File: src/rtl/rd_fifo_pixel_unpack.sv
// Read-side pixel unpacker: pops words from a prefetch FIFO and emits one pixel per pix_req, LSB slice first.
// Optional saturating underflow counter is built only when UNPACK_UNDERFLOW_CNT_EN is defined.
module rd_fifo_pixel_unpack #(
    parameter int IN_W     = 32,
    parameter int PIX_W    = 16,
    parameter int H_ACTIVE = 1280
) (
    input  logic             rd_clk,
    input  logic             rd_rst,
    input  logic [IN_W-1:0]  fifo_rd_data,
    input  logic             fifo_rd_vld,
    output logic             fifo_rd_en,
    input  logic             frame_sync,
    input  logic             pix_req,
    output logic [PIX_W-1:0] pix_data,
    output logic             pix_vld,
    output logic             line_end,
    output logic             underflow,
    output logic [15:0]      underflow_cnt
);

    localparam int R     = IN_W / PIX_W;
    localparam int SUB_W = (R > 1) ? $clog2(R) : 1;
    localparam int CNT_W = (H_ACTIVE > 1) ? $clog2(H_ACTIVE) : 1;
    localparam logic [SUB_W-1:0] SUB_LAST = SUB_W'(R - 1);
    localparam logic [CNT_W-1:0] CNT_LAST = CNT_W'(H_ACTIVE - 1);

    typedef enum logic {
        IDLE,
        RUN
    } state_t;

    state_t             state_q;
    logic [IN_W-1:0]    word_q;
    logic               wordVld_q, wordVld_d;
    logic [SUB_W-1:0]   subIdx_q, subIdx_d;
    logic [CNT_W-1:0]   pixCnt_q, pixCnt_d;
    logic [PIX_W-1:0]   pixData_q;
    logic               pixVld_q;
    logic               lineEnd_q;
    logic               underflow_q;

    logic               run;
    logic               slot;
    logic               consume;
    logic               starve;
    logic               lastSlice;
    logic               lastPix;
    logic               pop;
    logic [PIX_W-1:0]   slice [R];
    logic [PIX_W-1:0]   curPix;

    // A slot is any pixel demand while running; frame_sync steals that cycle for the restart.
    assign run       = (state_q == RUN);
    assign slot      = run & pix_req & ~frame_sync;
    assign consume   = slot & wordVld_q;
    assign starve    = slot & ~wordVld_q;
    assign lastSlice = (subIdx_q == SUB_LAST);
    assign lastPix   = (pixCnt_q == CNT_LAST);

    // Refill when empty, or in the same cycle the last slice of the held word is consumed.
    assign pop = ~rd_rst & fifo_rd_vld & run & ~frame_sync
               & (~wordVld_q | (consume & lastSlice));
    assign fifo_rd_en = pop;

    always_comb begin
        for (int k = 0; k < R; k++) begin
            slice[k] = word_q[k*PIX_W +: PIX_W];
        end
    end

    assign curPix = slice[subIdx_q];

    always_comb begin
        subIdx_d  = subIdx_q;
        wordVld_d = wordVld_q;
        pixCnt_d  = pixCnt_q;
        if (frame_sync) begin
            subIdx_d  = '0;
            wordVld_d = 1'b0;
            pixCnt_d  = '0;
        end else begin
            if (consume) begin
                subIdx_d = lastSlice ? '0 : subIdx_q + SUB_W'(1);
                if (lastSlice) begin
                    wordVld_d = 1'b0;
                end
            end
            if (pop) begin
                wordVld_d = 1'b1;
            end
            if (slot) begin
                pixCnt_d = lastPix ? '0 : pixCnt_q + CNT_W'(1);
            end
        end
    end

    always_ff @(posedge rd_clk) begin
        if (rd_rst) begin
            state_q     <= IDLE;
            word_q      <= '0;
            wordVld_q   <= 1'b0;
            subIdx_q    <= '0;
            pixCnt_q    <= '0;
            pixData_q   <= '0;
            pixVld_q    <= 1'b0;
            lineEnd_q   <= 1'b0;
            underflow_q <= 1'b0;
        end else begin
            if (frame_sync) begin
                state_q <= RUN;
            end
            if (pop) begin
                word_q <= fifo_rd_data;
            end
            wordVld_q <= wordVld_d;
            subIdx_q  <= subIdx_d;
            pixCnt_q  <= pixCnt_d;
            pixVld_q  <= consume;
            if (consume) begin
                pixData_q <= curPix;
            end
            lineEnd_q   <= slot & lastPix;
            underflow_q <= starve;
        end
    end

    assign pix_data  = pixData_q;
    assign pix_vld   = pixVld_q;
    assign line_end  = lineEnd_q;
    assign underflow = underflow_q;

`ifdef UNPACK_UNDERFLOW_CNT_EN
    logic [15:0] ufCnt_q, ufCnt_d;

    // Counts in step with the underflow pulse and sticks at all-ones until reset.
    always_comb begin
        ufCnt_d = ufCnt_q;
        if (starve && (ufCnt_q != 16'hFFFF)) begin
            ufCnt_d = ufCnt_q + 16'd1;
        end
    end

    always_ff @(posedge rd_clk) begin
        if (rd_rst) begin
            ufCnt_q <= '0;
        end else begin
            ufCnt_q <= ufCnt_d;
        end
    end

    assign underflow_cnt = ufCnt_q;
`else
    assign underflow_cnt = '0;
`endif

endmodule

File: config.mk
export PLATFORM = sky130hd
export DESIGN_NAME = rd_fifo_pixel_unpack
export DESIGN_NICKNAME = d
export VERILOG_FILES = /design/src/rtl/rd_fifo_pixel_unpack.sv
export SDC_FILE = /design/constraint.sdc
export NUM_CORES = 1
export LEC_CHECK = 0
export ABC_AREA = 1
export BUFFER_PORTS_ARGS = -buffer_cell sky130_fd_sc_hd__buf_2
export CORE_MARGIN = 1.5
export CORE_UTILIZATION = 48
export CTS_BUF_LIST = sky130_fd_sc_hd__clkbuf_8 sky130_fd_sc_hd__clkbuf_16
export DETAILED_ROUTE_END_ITERATION = 16
export GPL_ROUTABILITY_DRIVEN = 0
export HOLD_SLACK_MARGIN = 0.12
export PLACE_DENSITY = 0.75
export SLEW_MARGIN = 40
export SYNTH_ARGS = -nofsm -noshare
export SYNTH_HDL_FRONTEND = slang
export SYNTH_SLANG_ARGS = --single-unit
File: constraint.sdc
create_clock -name rd_clk -period 1.27 [get_ports rd_clk]
set_input_delay 0.127 -clock rd_clk [delete_from_list [all_inputs] [get_ports rd_clk]]
set_output_delay 0.127 -clock rd_clk [all_outputs]
set_load 0.05 [all_outputs]
==> qor.txt <==
data arrival time of the critical path -> 1.60 ns
register bit count reported by yosys -> 65
FF-to-FF setup slack -> -0.10 ns
result of the run -> complete, but fails checks
final setup vio count -> 34
Critical Path Fanout Max -> 9
Antenna Diode Count -> 0
CTS root buf -> clkbuf_8
Worst Setup Path Type -> reg -> reg
reg-to-reg endpoint -> word_q[31]
required time at the endpoint of the critical path -> 1.50 ns
number of distinct library cells after synthesis -> 26
count of mapped cells out of synthesis -> 464
Max Clk Rate -> 727 MHz
clock slew at reported path FFs -> 0.07 ns
worst hold margin -> 0.123 ns
clock buffer count from CTS -> 9
buffers from clock root to sink, at most -> 2
layout filler cell count -> 520
area fraction in compound gates after synthesis -> 10.1%
number of top-level pins -> 73
failing checks -> setup timing
number of warnings printed during yosys synthesis -> 0
layout net count -> 602
growth of design area from synthesis to finish -> 36.8%
overall die width -> 83.6 um
GR Util All Layers -> 21.6%
Chip Height -> 83.6 um
pin count of the biggest net entering global routing -> 34
Hold EP -> word_q[27]
source-to-sink clock delay at the later pin of the worst-skew pair -> 0.34 ns
startpoint of the lowest-slack hold path -> fifo_rd_data[27]
number of remaining DRC errors -> 0
Max Cap Violations -> 0
clock tree from TritonCTS -> built
deepest level of the CTS H-tree -> 3
total wirelength of the detailed-routed design -> 8.24 mm
via count -> 3124
cell leakage power -> 2.02 nW
cell types with the largest area share after synthesis -> dfxtp_1 42%, nand2_1 17%, a21oi_1 8.7%, nand3_1 6.6%, nor2_1 5.9%
kind of path behind the tightest hold check -> in -> reg
worst hold stages -> 5
number of failing hold endpoints at the final stage -> 0
remaining global-route overflow -> 0
adder and majority cell fraction of the synthesized area -> 0.401%
area share of and/or/nand/nor cells after synthesis -> 32.2%
share of synthesized area spent on multiplexers -> 0%
synthesized cell area -> 0.00312 mm2
smallest setup slack after layout -> -0.105 ns
post-synthesis cell type with the largest combined area -> dfxtp_1
antenna violation net count after detailed routing -> 0
PortBufs -> 56
max-slew violation count -> 0
sequential area share after synthesis -> 41.7%
FF/Latch Area -> 0.00131 mm2
critical path launch point type -> register
die area -> 0.00700 mm2
count of clock tree sinks -> 65
fraction of synthesized cell area in xor and xnor cells -> 0%
most common cell after layout, fill and taps aside -> nand2_1
post-synth top area share -> 41.7%
skew final -> 0.00443 ns
most used cells in the layout excluding fill and tap cells -> 141 x nand2_1, 63 x dfxtp_1, 55 x buf_2
per-cell via count in the routed design -> 4.84
largest family of logic cells by synthesized area -> simple AND/OR/NAND/NOR gates
count of routing violations after the opening detailed-route iteration -> 209
via count of the first global-routing pass -> 2692
type of element capturing the critical path -> register
number of cells on the worst reg-to-reg path -> 8
Mean Syn Cell Area -> 6.73 um2
post-route fraction of the period consumed by the critical path -> 108%
unrepaired setup endpoints after global routing -> yes
minimum clock period after layout -> 1.37 ns
first drt pass iteration count -> 5
Initial Util -> 49.4%
post-layout instance count excluding filler cells -> 646
worst reg2reg path startpoint -> lastSlice
fraction of layout cells with a size suffix above 1 -> 22.1%
Cell Rows -> 29
detail-routed net length per standard cell -> 12.7 um
area taken by multi-input logic gates -> 0.00145 mm2
number of antenna violations at the first check in global routing -> 0
core region area -> 0.00631 mm2
total half-perimeter wirelength after legalization and detailed placement -> 4.84 mm
Placed Instances -> 590
IR Drop Worst-Case VDD -> 767 uV
wire length of the first global-routing pass -> 12.3 mm
power per unit of standard cell area -> 1020 mW/mm2
metal layers:
| metal | vias to the layer above | GRT usage, % | wire length, um |
|---|---|---|---|
| met5 | - | 0 | 0 |
| met4 | 0 | 7.00 | 111 |
| met3 | 11 | 5.44 | 378 |
| met2 | 88 | 33.7 | 4080 |
| met1 | 1415 | 29.5 | 3660 |
| li1 | 1610 | - | - |
critical path, cell delays in order, from the launching register on:
cell      delay, ns
dfxtp_1        0.41
inv_6          0.05
o21bai_4       0.15
buf_4          0.16
buf_12         0.14
buf_12         0.12
nand3_1        0.06
nand2_1        0.09
nor2_1         0.06
stage by stage:
stage	power [mW]	instance area, um2	worst slack, ns	setup TNS [ns]	utilization, %
floorplan	2.46	3200	0.00221	0	-
global placement	2.52	3480	0.0189	0	55.1
detailed placement	2.52	3480	-0.0204	-0.0352	55.1
CTS	4.31	4010	-0.109	-1.12	63.5
global route	4.50	4270	-0.170	-4.23	67.6
finish	4.34	4270	-0.105	-1.85	67.6
report_power, final:
group          internal (mW)  total, mW  switching (mW)
combinational          0.212      0.515           0.304
sequential              2.07       2.09          0.0193
clock                  0.945       1.74           0.794
total                   3.23       4.34            1.12
worst max-delay path by stage:
| stage | start | endpoint | slack, ns |
|---|---|---|---|
| 2_1_floorplan | lastSlice | fifo_rd_en | 0.002 |
| 3_3_place_gp | run | fifo_rd_en | 0.02 |
| 3_5_place_dp | run | pixCnt_q[10] | -0.02 |
| 4_1_cts | run | fifo_rd_en | -0.11 |
| 5_1_grt | run | word_q[31] | -0.17 |
| 6_report | lastSlice | word_q[31] | -0.10 |
cell usage after synthesis (all sizes together):
| master | number |
|---|---|
| buf | 36 |
| a21oi | 54 |
| and3 | 1 |
| clkinv | 1 |
| o21ai | 4 |
| nand3b | 1 |
| clkbuf | 5 |
| ha | 1 |
| nand4 | 2 |
| nand2 | 145 |
| nor2 | 50 |
| nor3b | 1 |
| nor3 | 2 |
| o21bai | 2 |
| inv | 51 |
| nand3 | 42 |
| conb | 1 |
| dfxtp | 65 |
cell families (layout without fill, tap and decap cells):
kind of cell | after synthesis | after routing
other cells | 1 | 16
compound gates | 60 | 60
fa+ha+maj | 1 | 1
simple gates | 244 | 244
buf+inv | 93 | 183
flops | 65 | 65
flip-flops by register name, indices dropped and copies added (netlist names):
register   count
underflow      1
run            1
pix_vld        1
word_q        32
wordVld_q      1
line_end       1
pixCnt_q      11
pix_data      16
lastSlice      1
timing repair:
| item | 4_1_cts | 5_1_grt |
|---|---|---|
| setup buffers | 4 | 3 |
| hold buffers | 25 | 0 |
| hold endpoints to repair | 25 | 0 |
| pin swaps | 3 | 2 |
| resized for setup | 7 | 24 |
| cloned | 1 | 7 |
| endpoints found under the setup margin | 18 | 58 |
cell type report:
| cell class | count | area share [%] |
|---|---|---|
| multi-input combinational | 321 | 34.0 |
| sequential | 65 | 30.7 |
| timing repair buffer | 115 | 23.4 |
| inverter | 52 | 5.01 |
| clock buffer | 10 | 3.22 |
| tap | 77 | 2.26 |
| clock inverter | 6 | 1.38 |
Power figures use the tool's default switching activity.
